<file path="src/rtl/hazard_ctrl_if.sv">
// Signal bundle between the RV32I pipeline and its hazard controller.
// The master side is the pipeline; the slave side is hazard_ctrl.
interface hazard_ctrl_if;
  logic [4:0]  rs1D, rs2D, rs1E, rs2E, rdE, rdM, rdW;
  logic        RegWriteM, RegWriteW;
  logic [1:0]  ResultSrcE;
  logic        PCSrcE, MemReqM, MemReadyM;
  logic [1:0]  ForwardAE, ForwardBE;
  logic        StallF, StallD, StallE, StallM;
  logic        FlushD, FlushE, FlushW;
  logic        MemErr;
  logic [31:0] StallCount, FlushCount;

  modport master (
    output rs1D, rs2D, rs1E, rs2E, rdE, rdM, rdW,
    output RegWriteM, RegWriteW, ResultSrcE, PCSrcE, MemReqM, MemReadyM,
    input  ForwardAE, ForwardBE, StallF, StallD, StallE, StallM,
    input  FlushD, FlushE, FlushW, MemErr, StallCount, FlushCount
  );

  modport slave (
    input  rs1D, rs2D, rs1E, rs2E, rdE, rdM, rdW,
    input  RegWriteM, RegWriteW, ResultSrcE, PCSrcE, MemReqM, MemReadyM,
    output ForwardAE, ForwardBE, StallF, StallD, StallE, StallM,
    output FlushD, FlushE, FlushW, MemErr, StallCount, FlushCount
  );
endinterface

</file>
<file path="src/rtl/hazard_ctrl.sv">
// Hazard controller: operand forwarding, load-use/branch/memory stalls and flushes,
// memory-wait watchdog. Define HAZARD_PERF_EN to build the stall/flush counters.
module hazard_ctrl #(
  parameter int TIMEOUT = 64,
  parameter int CNT_W   = 7
) (
  input  logic          CLK,
  input  logic          RST,
  hazard_ctrl_if.slave  hz
);
  typedef enum logic [1:0] {RUN, WAIT, ERR} state_t;

  localparam logic [CNT_W-1:0] CNT_ONE  = CNT_W'(1);
  // ERR is taken on the edge that completes the TIMEOUT-th consecutive wait cycle.
  localparam logic [CNT_W-1:0] CNT_LAST = CNT_W'((TIMEOUT > 0) ? TIMEOUT - 1 : 0);

  state_t           state_q, state_d, state_eff;
  logic [CNT_W-1:0] cnt_q, cnt_d;
  logic             lw_stall, mem_stall;

  function automatic logic [1:0] fwd_sel(input logic [4:0] rs, input logic wr_m,
                                         input logic [4:0] rd_m, input logic wr_w,
                                         input logic [4:0] rd_w);
    logic [1:0] sel;
    sel = 2'b00;
    if (wr_m && rd_m != 5'd0 && rd_m == rs)
      sel = 2'b10;
    else if (wr_w && rd_w != 5'd0 && rd_w == rs)
      sel = 2'b01;
    return sel;
  endfunction

  assign hz.ForwardAE = fwd_sel(hz.rs1E, hz.RegWriteM, hz.rdM, hz.RegWriteW, hz.rdW);
  assign hz.ForwardBE = fwd_sel(hz.rs2E, hz.RegWriteM, hz.rdM, hz.RegWriteW, hz.rdW);

  assign lw_stall  = (hz.ResultSrcE == 2'b01) && (hz.rdE != 5'd0) &&
                     ((hz.rdE == hz.rs1D) || (hz.rdE == hz.rs2D));
  assign mem_stall = hz.MemReqM && !hz.MemReadyM;

  // While reset is held the outputs behave as in RUN, whatever the stored state.
  assign state_eff = RST ? RUN : state_q;

  always_comb begin
    hz.StallF = lw_stall;
    hz.StallD = lw_stall;
    hz.StallE = 1'b0;
    hz.StallM = 1'b0;
    hz.FlushD = hz.PCSrcE;
    hz.FlushE = lw_stall || hz.PCSrcE;
    hz.FlushW = 1'b0;
    hz.MemErr = 1'b0;
    if (state_eff == ERR || mem_stall) begin
      hz.StallF = 1'b1;
      hz.StallD = 1'b1;
      hz.StallE = 1'b1;
      hz.StallM = 1'b1;
      hz.FlushD = 1'b0;
      hz.FlushE = 1'b0;
      hz.FlushW = 1'b1;
      hz.MemErr = (state_eff == ERR);
    end
  end

  always_comb begin
    state_d = state_q;
    cnt_d   = cnt_q;
    case (state_q)
      RUN: begin
        if (mem_stall) begin
          if (TIMEOUT == 1) begin
            state_d = ERR;
          end else begin
            state_d = WAIT;
            cnt_d   = CNT_ONE;
          end
        end
      end
      WAIT: begin
        if (!mem_stall) begin
          state_d = RUN;
          cnt_d   = '0;
        end else if (TIMEOUT != 0 && cnt_q == CNT_LAST) begin
          state_d = ERR;
        end else if (cnt_q != '1) begin
          cnt_d = cnt_q + CNT_ONE;
        end
      end
      ERR:     state_d = ERR;
      default: state_d = RUN;
    endcase
  end

  always_ff @(posedge CLK) begin
    if (RST) begin
      state_q <= RUN;
      cnt_q   <= '0;
    end else begin
      state_q <= state_d;
      cnt_q   <= cnt_d;
    end
  end

`ifdef HAZARD_PERF_EN
  logic [31:0] stall_cnt_q, stall_cnt_d, flush_cnt_q, flush_cnt_d;

  always_comb begin
    stall_cnt_d = stall_cnt_q;
    flush_cnt_d = flush_cnt_q;
    if (hz.StallF && stall_cnt_q != 32'hFFFF_FFFF)
      stall_cnt_d = stall_cnt_q + 32'd1;
    if (hz.PCSrcE && hz.FlushD && flush_cnt_q != 32'hFFFF_FFFF)
      flush_cnt_d = flush_cnt_q + 32'd1;
  end

  always_ff @(posedge CLK) begin
    if (RST) begin
      stall_cnt_q <= '0;
      flush_cnt_q <= '0;
    end else begin
      stall_cnt_q <= stall_cnt_d;
      flush_cnt_q <= flush_cnt_d;
    end
  end

  assign hz.StallCount = stall_cnt_q;
  assign hz.FlushCount = flush_cnt_q;
`else
  assign hz.StallCount = '0;
  assign hz.FlushCount = '0;
`endif
endmodule

</file>
<file path="src/flat_wrapper.sv">
// flat-port wrapper written by rule: the top's interface ports become plain ports
module hazard_ctrl_flat 
#(
  parameter int TIMEOUT = 64,
  parameter int CNT_W   = 7
)
  (CLK, RST, hz_rs1D, hz_rs2D, hz_rs1E, hz_rs2E, hz_rdE, hz_rdM, hz_rdW, hz_RegWriteM, hz_RegWriteW, hz_ResultSrcE, hz_PCSrcE, hz_MemReqM, hz_MemReadyM, hz_ForwardAE, hz_ForwardBE, hz_StallF, hz_StallD, hz_StallE, hz_StallM, hz_FlushD, hz_FlushE, hz_FlushW, hz_MemErr, hz_StallCount, hz_FlushCount);
  hazard_ctrl_if hz_i ();
  input  logic CLK;
  input  logic RST;
  input wire logic [$bits(hz_i.rs1D)-1:0] hz_rs1D;
  input wire logic [$bits(hz_i.rs2D)-1:0] hz_rs2D;
  input wire logic [$bits(hz_i.rs1E)-1:0] hz_rs1E;
  input wire logic [$bits(hz_i.rs2E)-1:0] hz_rs2E;
  input wire logic [$bits(hz_i.rdE)-1:0] hz_rdE;
  input wire logic [$bits(hz_i.rdM)-1:0] hz_rdM;
  input wire logic [$bits(hz_i.rdW)-1:0] hz_rdW;
  input wire logic [$bits(hz_i.RegWriteM)-1:0] hz_RegWriteM;
  input wire logic [$bits(hz_i.RegWriteW)-1:0] hz_RegWriteW;
  input wire logic [$bits(hz_i.ResultSrcE)-1:0] hz_ResultSrcE;
  input wire logic [$bits(hz_i.PCSrcE)-1:0] hz_PCSrcE;
  input wire logic [$bits(hz_i.MemReqM)-1:0] hz_MemReqM;
  input wire logic [$bits(hz_i.MemReadyM)-1:0] hz_MemReadyM;
  output wire logic [$bits(hz_i.ForwardAE)-1:0] hz_ForwardAE;
  output wire logic [$bits(hz_i.ForwardBE)-1:0] hz_ForwardBE;
  output wire logic [$bits(hz_i.StallF)-1:0] hz_StallF;
  output wire logic [$bits(hz_i.StallD)-1:0] hz_StallD;
  output wire logic [$bits(hz_i.StallE)-1:0] hz_StallE;
  output wire logic [$bits(hz_i.StallM)-1:0] hz_StallM;
  output wire logic [$bits(hz_i.FlushD)-1:0] hz_FlushD;
  output wire logic [$bits(hz_i.FlushE)-1:0] hz_FlushE;
  output wire logic [$bits(hz_i.FlushW)-1:0] hz_FlushW;
  output wire logic [$bits(hz_i.MemErr)-1:0] hz_MemErr;
  output wire logic [$bits(hz_i.StallCount)-1:0] hz_StallCount;
  output wire logic [$bits(hz_i.FlushCount)-1:0] hz_FlushCount;
  assign hz_i.rs1D = hz_rs1D;
  assign hz_i.rs2D = hz_rs2D;
  assign hz_i.rs1E = hz_rs1E;
  assign hz_i.rs2E = hz_rs2E;
  assign hz_i.rdE = hz_rdE;
  assign hz_i.rdM = hz_rdM;
  assign hz_i.rdW = hz_rdW;
  assign hz_i.RegWriteM = hz_RegWriteM;
  assign hz_i.RegWriteW = hz_RegWriteW;
  assign hz_i.ResultSrcE = hz_ResultSrcE;
  assign hz_i.PCSrcE = hz_PCSrcE;
  assign hz_i.MemReqM = hz_MemReqM;
  assign hz_i.MemReadyM = hz_MemReadyM;
  assign hz_ForwardAE = hz_i.ForwardAE;
  assign hz_ForwardBE = hz_i.ForwardBE;
  assign hz_StallF = hz_i.StallF;
  assign hz_StallD = hz_i.StallD;
  assign hz_StallE = hz_i.StallE;
  assign hz_StallM = hz_i.StallM;
  assign hz_FlushD = hz_i.FlushD;
  assign hz_FlushE = hz_i.FlushE;
  assign hz_FlushW = hz_i.FlushW;
  assign hz_MemErr = hz_i.MemErr;
  assign hz_StallCount = hz_i.StallCount;
  assign hz_FlushCount = hz_i.FlushCount;
  hazard_ctrl #(.TIMEOUT(TIMEOUT), .CNT_W(CNT_W)) u_core (.CLK(CLK), .RST(RST), .hz(hz_i));
endmodule
</file>
<file path="config.mk">
export PLATFORM = sky130hd
export DESIGN_NAME = hazard_ctrl_flat
export DESIGN_NICKNAME = d
export VERILOG_FILES = /design/src/rtl/hazard_ctrl_if.sv /design/src/rtl/hazard_ctrl.sv /design/src/flat_wrapper.sv
export SDC_FILE = /design/constraint.sdc
export NUM_CORES = 1
export LEC_CHECK = 0
export CAP_MARGIN = 15
export CORE_UTILIZATION = 30
export DETAILED_ROUTE_END_ITERATION = 12
export PLACE_DENSITY = 0.75
export SLEW_MARGIN = 20
export SYNTH_ARGS = -nofsm -noshare
export SYNTH_HDL_FRONTEND = slang
export SYNTH_SLANG_ARGS = --single-unit
</file>
<file path="constraint.sdc">
create_clock -name CLK -period 2.4 [get_ports CLK]
set_clock_uncertainty 0.1 [all_clocks]
set_input_delay 0.72 -clock CLK [delete_from_list [all_inputs] [get_ports CLK]]
set_output_delay 0.72 -clock CLK [all_outputs]
set_load 0.005 [all_outputs]
</file>
Word level (Yosys, flattened, before mapping)

Index checks and enable logic that the tools add are counted.

Bitwise gates (word level): 0
Shift-type cells: 0
Equal/unequal tests: 16
Muxes and demuxes: 19
$add $sub $neg: 1
Multiply operators: 0
Reductions and logical operators: 20
Divide/modulo/power cells: 0
Order comparisons: 0

Operator list:

| kind                | number |
|---|---|
| $eq 5x5->1          | 6 |
| $mux 7              | 4 |
| $reduce_bool 5->1   | 3 |
| $pmux 7 s2          | 1 |
| $mux 2              | 6 |
| $logic_and 1x1->1   | 9 |
| $ne 3x3->1 const B  | 3 |
| $add 7x1->7 const B | 1 |
| $eq 7x6->1 const B  | 1 |
| $mux 1              | 7 |
| $ne 7x7->1 const B  | 1 |
| $pmux 2 s3          | 1 |
| $eq 2x1->1 const B  | 2 |
| $eq 2x2->1 const B  | 2 |
| $reduce_and 4->1    | 1 |
| $logic_or 1x1->1    | 3 |
| $logic_not 2->1     | 1 |
| $ne 2x1->1 const B  | 1 |
| $reduce_and 2->1    | 1 |
| $reduce_bool 2->1   | 1 |
| $logic_not 1->1     | 1 |

Word-level logic and storage cells: 58
Memories: 0
Memory bits (read-only): 0
Memory bits (writable): 0
Flip-flop bits (word level): 9
Bits in latches: 0

Longest topological paths before layout

Word-level depth: 5
Mapped depth: 5
Mapped depth without buffers: 5

Worst setup path after synthesis

Ideal clock, no wire load.

Kind: input -> output
From: input port hz_rdM[4]
To: output port hz_ForwardAE[0]
Required time: 1,580 ps
Path buffers: 0
Slack: -189 ps
Arrival: 1,769 ps
Cell stages on the path: 4
Path through: or4_1 o21ai_1 nor4_1 nor4_2

Longest elaborated chain between the ends: 4
Elaborated cells between the ends (all ways): 5
Those cells by class: eq/ne (1); mux (1); reduce/logical (3)

Ends and longest elaborated chain:

| element               | line               | text |
|---|---|---|
| start: declaration    | flat_wrapper.sv:16 | `input wire logic [$bits(hz_i.rdM)-1:0] hz_rdM;` |
| $reduce_bool 5->1     | hazard_ctrl.sv:26  | `if (wr_m && rd_m != 5'd0 && rd_m == rs)` |
| $logic_and 1x1->1     | hazard_ctrl.sv:26  |  |
| $logic_and 1x1->1 (*) | hazard_ctrl.sv:26  |  |
| $mux 2 (*)            | hazard_ctrl.sv:26  |  |
| end: declaration      | flat_wrapper.sv:24 | `output wire logic [$bits(hz_i.ForwardAE)-1:0] hz_ForwardAE;` |

Mark *: on every way between the ends. The rest lies on a longest branch, timed or not.

Final worst setup path

From: input port hz_rdM[0]
To: output port hz_ForwardAE[0]

The elaborated chain is that of the path after synthesis.

==> flow_metrics.py <==
metrics = {
    "routing": {
        "finalWirelength_um": 3310,
        "first_pass_iters": 4,
        "drtIter0Drc": 48,
        "drc": 0,
        "vias": 1345,
        "wl_per_cell_um": 10.2,
        "vias_per_cell": 4.14,
        "ant_nets": 0,
    },
    "grt": {
        "grt_pass1_vias": 1233,
        "antenna_found_initial": 0,
        "grt_pass1_wl_um": 5240,
        "overflow": 0,
        "gr-usage-all-layers_pct": 12.8,
        "grt_start_max_net_pins": 10,
    },
    "power_and_ir_drop": {
        "peakVddDrop_mv": 0.124,
        "p_per_area_mw_per_mm2": 279,
        "p_leak_nw": 1.08,
        "total_power_mw": 0.599,
    },
    "synthesis": {
        "synth-async-reset-ratio_pct": 0,
        "yosys-top-cells-area": "buf_4 (35%), xor2_1 (14%), dfxtp_1 (12%), xnor2_1 (4.2%), nor2_1 (2.6%)",
        "ys_ff_latch": 9,
        "synth_cells": 186,
        "yosysTopAreaCell": "buf_4",
        "syn_area_per_cell_um2": 7.81,
        "yosys_warnings": 0,
        "synthesis.area_mm2": 0.00145,
        "yosys-top-cells-count": "buf_4 (67), xor2_1 (24), nor2_1 (10)",
        "ys.flop_type": "dfxtp_1",
        "synth_most_common_cell": "buf_4",
        "synth-edff-count": 0,
        "seq_area_frac_synth_pct": 12.4,
        "synth_top_cell_area_share_pct": 34.6,
        "ys_types": 37,
    },
    "sta": {
        "fmax_ghz": 0.358,
        "hold_viol": 0,
        "rsz0062_at_grt": "true",
        "period_needed_ns": 2.80,
        "fin_ws_ns": -0.397,
        "timing.final.crit_share_pct": 117,
        "slew_violations": 0,
        "report.final.setup_viol": 6,
    },
    "place": {
        "place.gp.congestion": 0.848,
        "port_buffers": 55,
        "hpwl_um": 2710,
        "place_inst": 313,
        "pre_cts_ws_ns": -1.14,
    },
    "run_status": {
        "status": "complete, but fails checks",
        "violations": "negative setup slack",
    },
    "final_layout": {
        "diodes": 0,
        "nets": 319,
        "n_fill_cell": 457,
        "synthToLayoutAreaGrowth_pct": 48.0,
        "drive_above_1_share_pct": 39.2,
        "instances_no_fill": 325,
    },
    "clock_network": {
        "holdBufCountCts": 0,
        "cts_sinks": 9,
        "clkTransAtPathRegs_ns": 0.05,
        "cts-root-buf": "clkbuf_8",
        "tritoncts": "yes",
        "numCtsBuffers": 3,
        "h-tree-depth": 1,
        "clk_latency_ns": 0.24,
        "cts.path.max_buffers": 2,
    },
    "min_path": {
        "min_path_type": "reg -> reg",
    },
    "floorplan": {
        "fp.dieW_um": 71.6,
        "rows": 24,
        "start_util_pct": 32.2,
        "pin_count": 120,
        "chipHeight_um": 71.6,
        "die_area_mm2": 0.00512,
        "core_mm2": 0.00450,
    },
    "critical_path": {
        "startpoint_type": "input port",
        "cp-end-kind": "output pin",
        "cp.arrival_ns": 1.98,
        "required_ns": 1.58,
        "worstSetupPathType": "in -> out",
        "path_max_fanout": 2,
    },
    "flow_run": {
        "maxCapViolCount": 0,
    },
}
==> per-stage QoR <==
step | cell area, um2 | setup TNS (ns) | hold slack (ns) | utilization [%]
finish | 2150 | -1.58 | 0.378 | 47.7
global route | 2150 | -1.92 | 0.384 | 47.7
CTS | 2120 | -1.93 | 0.378 | 47.0
detailed placement | 1990 | -9.78 | 0.369 | 44.3
global placement | 1990 | -9.78 | 0.366 | 44.3
floorplan | 1690 | -0.191 | 0.347 | -
==> cell families after synthesis <==
family / count (synthesis) / share of synthesized area [%]
buffers and inverters: 73 / 36.2
adder cells (fa/ha/maj): 1 / 0.861
AND/OR/NAND/NOR: 47 / 20.8
flip-flops: 9 / 12.4
XOR/XNOR: 31 / 18.7
other: 1 / 0.258
AO/OA/AOI/OAI: 24 / 10.8
==> timing repair <==
item / CTS / global route
pin swaps: 29 / 19
setup buffers: 6 / 3
endpoints found under the setup margin: 12 / 11
resized for setup: 163 / 52
==> flip-flops by register name (all words and copies together), names as in the netlist <==
register and cells:
u_core.state_q 2, u_core.cnt_q 7
==> cell usage in the layout, fill, tap and decap left out, types with 2 or more instances in the layout <==
master           instances
xnor2_1                  5
nor4_4                   3
buf_6                   18
dlygate4sd2_1            6
or3b_1                   2
dfxtp_1                  9
nor2b_4                  2
nor4_2                   2
o21bai_1                 2
nor3_2                   2
a211oi_1                 2
o21ai_2                  2
inv_2                    2
and3_1                   2
clkdlybuf4s15_1          2
or4_1                    2
clkdlybuf4s50_1          4
clkdlybuf4s15_2          3
o31ai_1                  3
nand3_1                  4
inv_1                    2
xnor2_2                  2
conb_1                  64
nor2_1                   9
or4_4                    3
nand2_1                  4
clkbuf_8                 3
buf_4                   34
o21ai_0                  2
xor2_1                  24
clkbuf_2                 9
nor3_1                   2
buf_2                   12
a21oi_1                  6
==> path summary, 6_finish.rpt <==
kind,startpoint,endpoint,slack [ns],cells past startpoint
setup reg to reg,u_core.cnt_q[0],u_core.cnt_q[5],0.61,5
hold / removal,u_core.cnt_q[5],u_core.cnt_q[5],0.38,2
setup / recovery,hz_rdM[0],hz_ForwardAE[0],-0.40,7
hold reg to reg,u_core.cnt_q[5],u_core.cnt_q[5],0.38,2
==> layout make-up <==
class	count	area, um2	share of cell area [%]
Clock buffer	3	41.3	1.92
Clock inverter	1	5.00	0.233
Inverter	4	15.0	0.698
Multi-Input combinational cell	167	1120	52.2
Sequential cell	9	180	8.38
Tap cell	52	65.1	3.03
Timing Repair Buffer	89	722	33.6
==> per-layer routing <==
metal	vias up	GRT usage [%]	part of all wire [%]
met1	607	14.3	39
li1	668	-	-
met4	0	1.96	0.51
met3	3	4.64	8.1
met5	-	0	0
met2	67	23.7	53
==> worst max-delay path, stage by stage <==
cell     delay (ns)
buf_6          0.09
or4_4          0.54
o21ai_4        0.16
buf_6          0.12
nor4_4         0.04
nor4_2         0.14
buf_2          0.15
==> power breakdown <==
part / switching, mW / internal (mW) / leakage (nW)
Combinational: 0.122 / 0.139 / 0.984
Sequential: 0.00210 / 0.152 / 0.0728
Clock: 0.0701 / 0.114 / 0.0255
No activity file was read; power rests on OpenSTA's default activity.
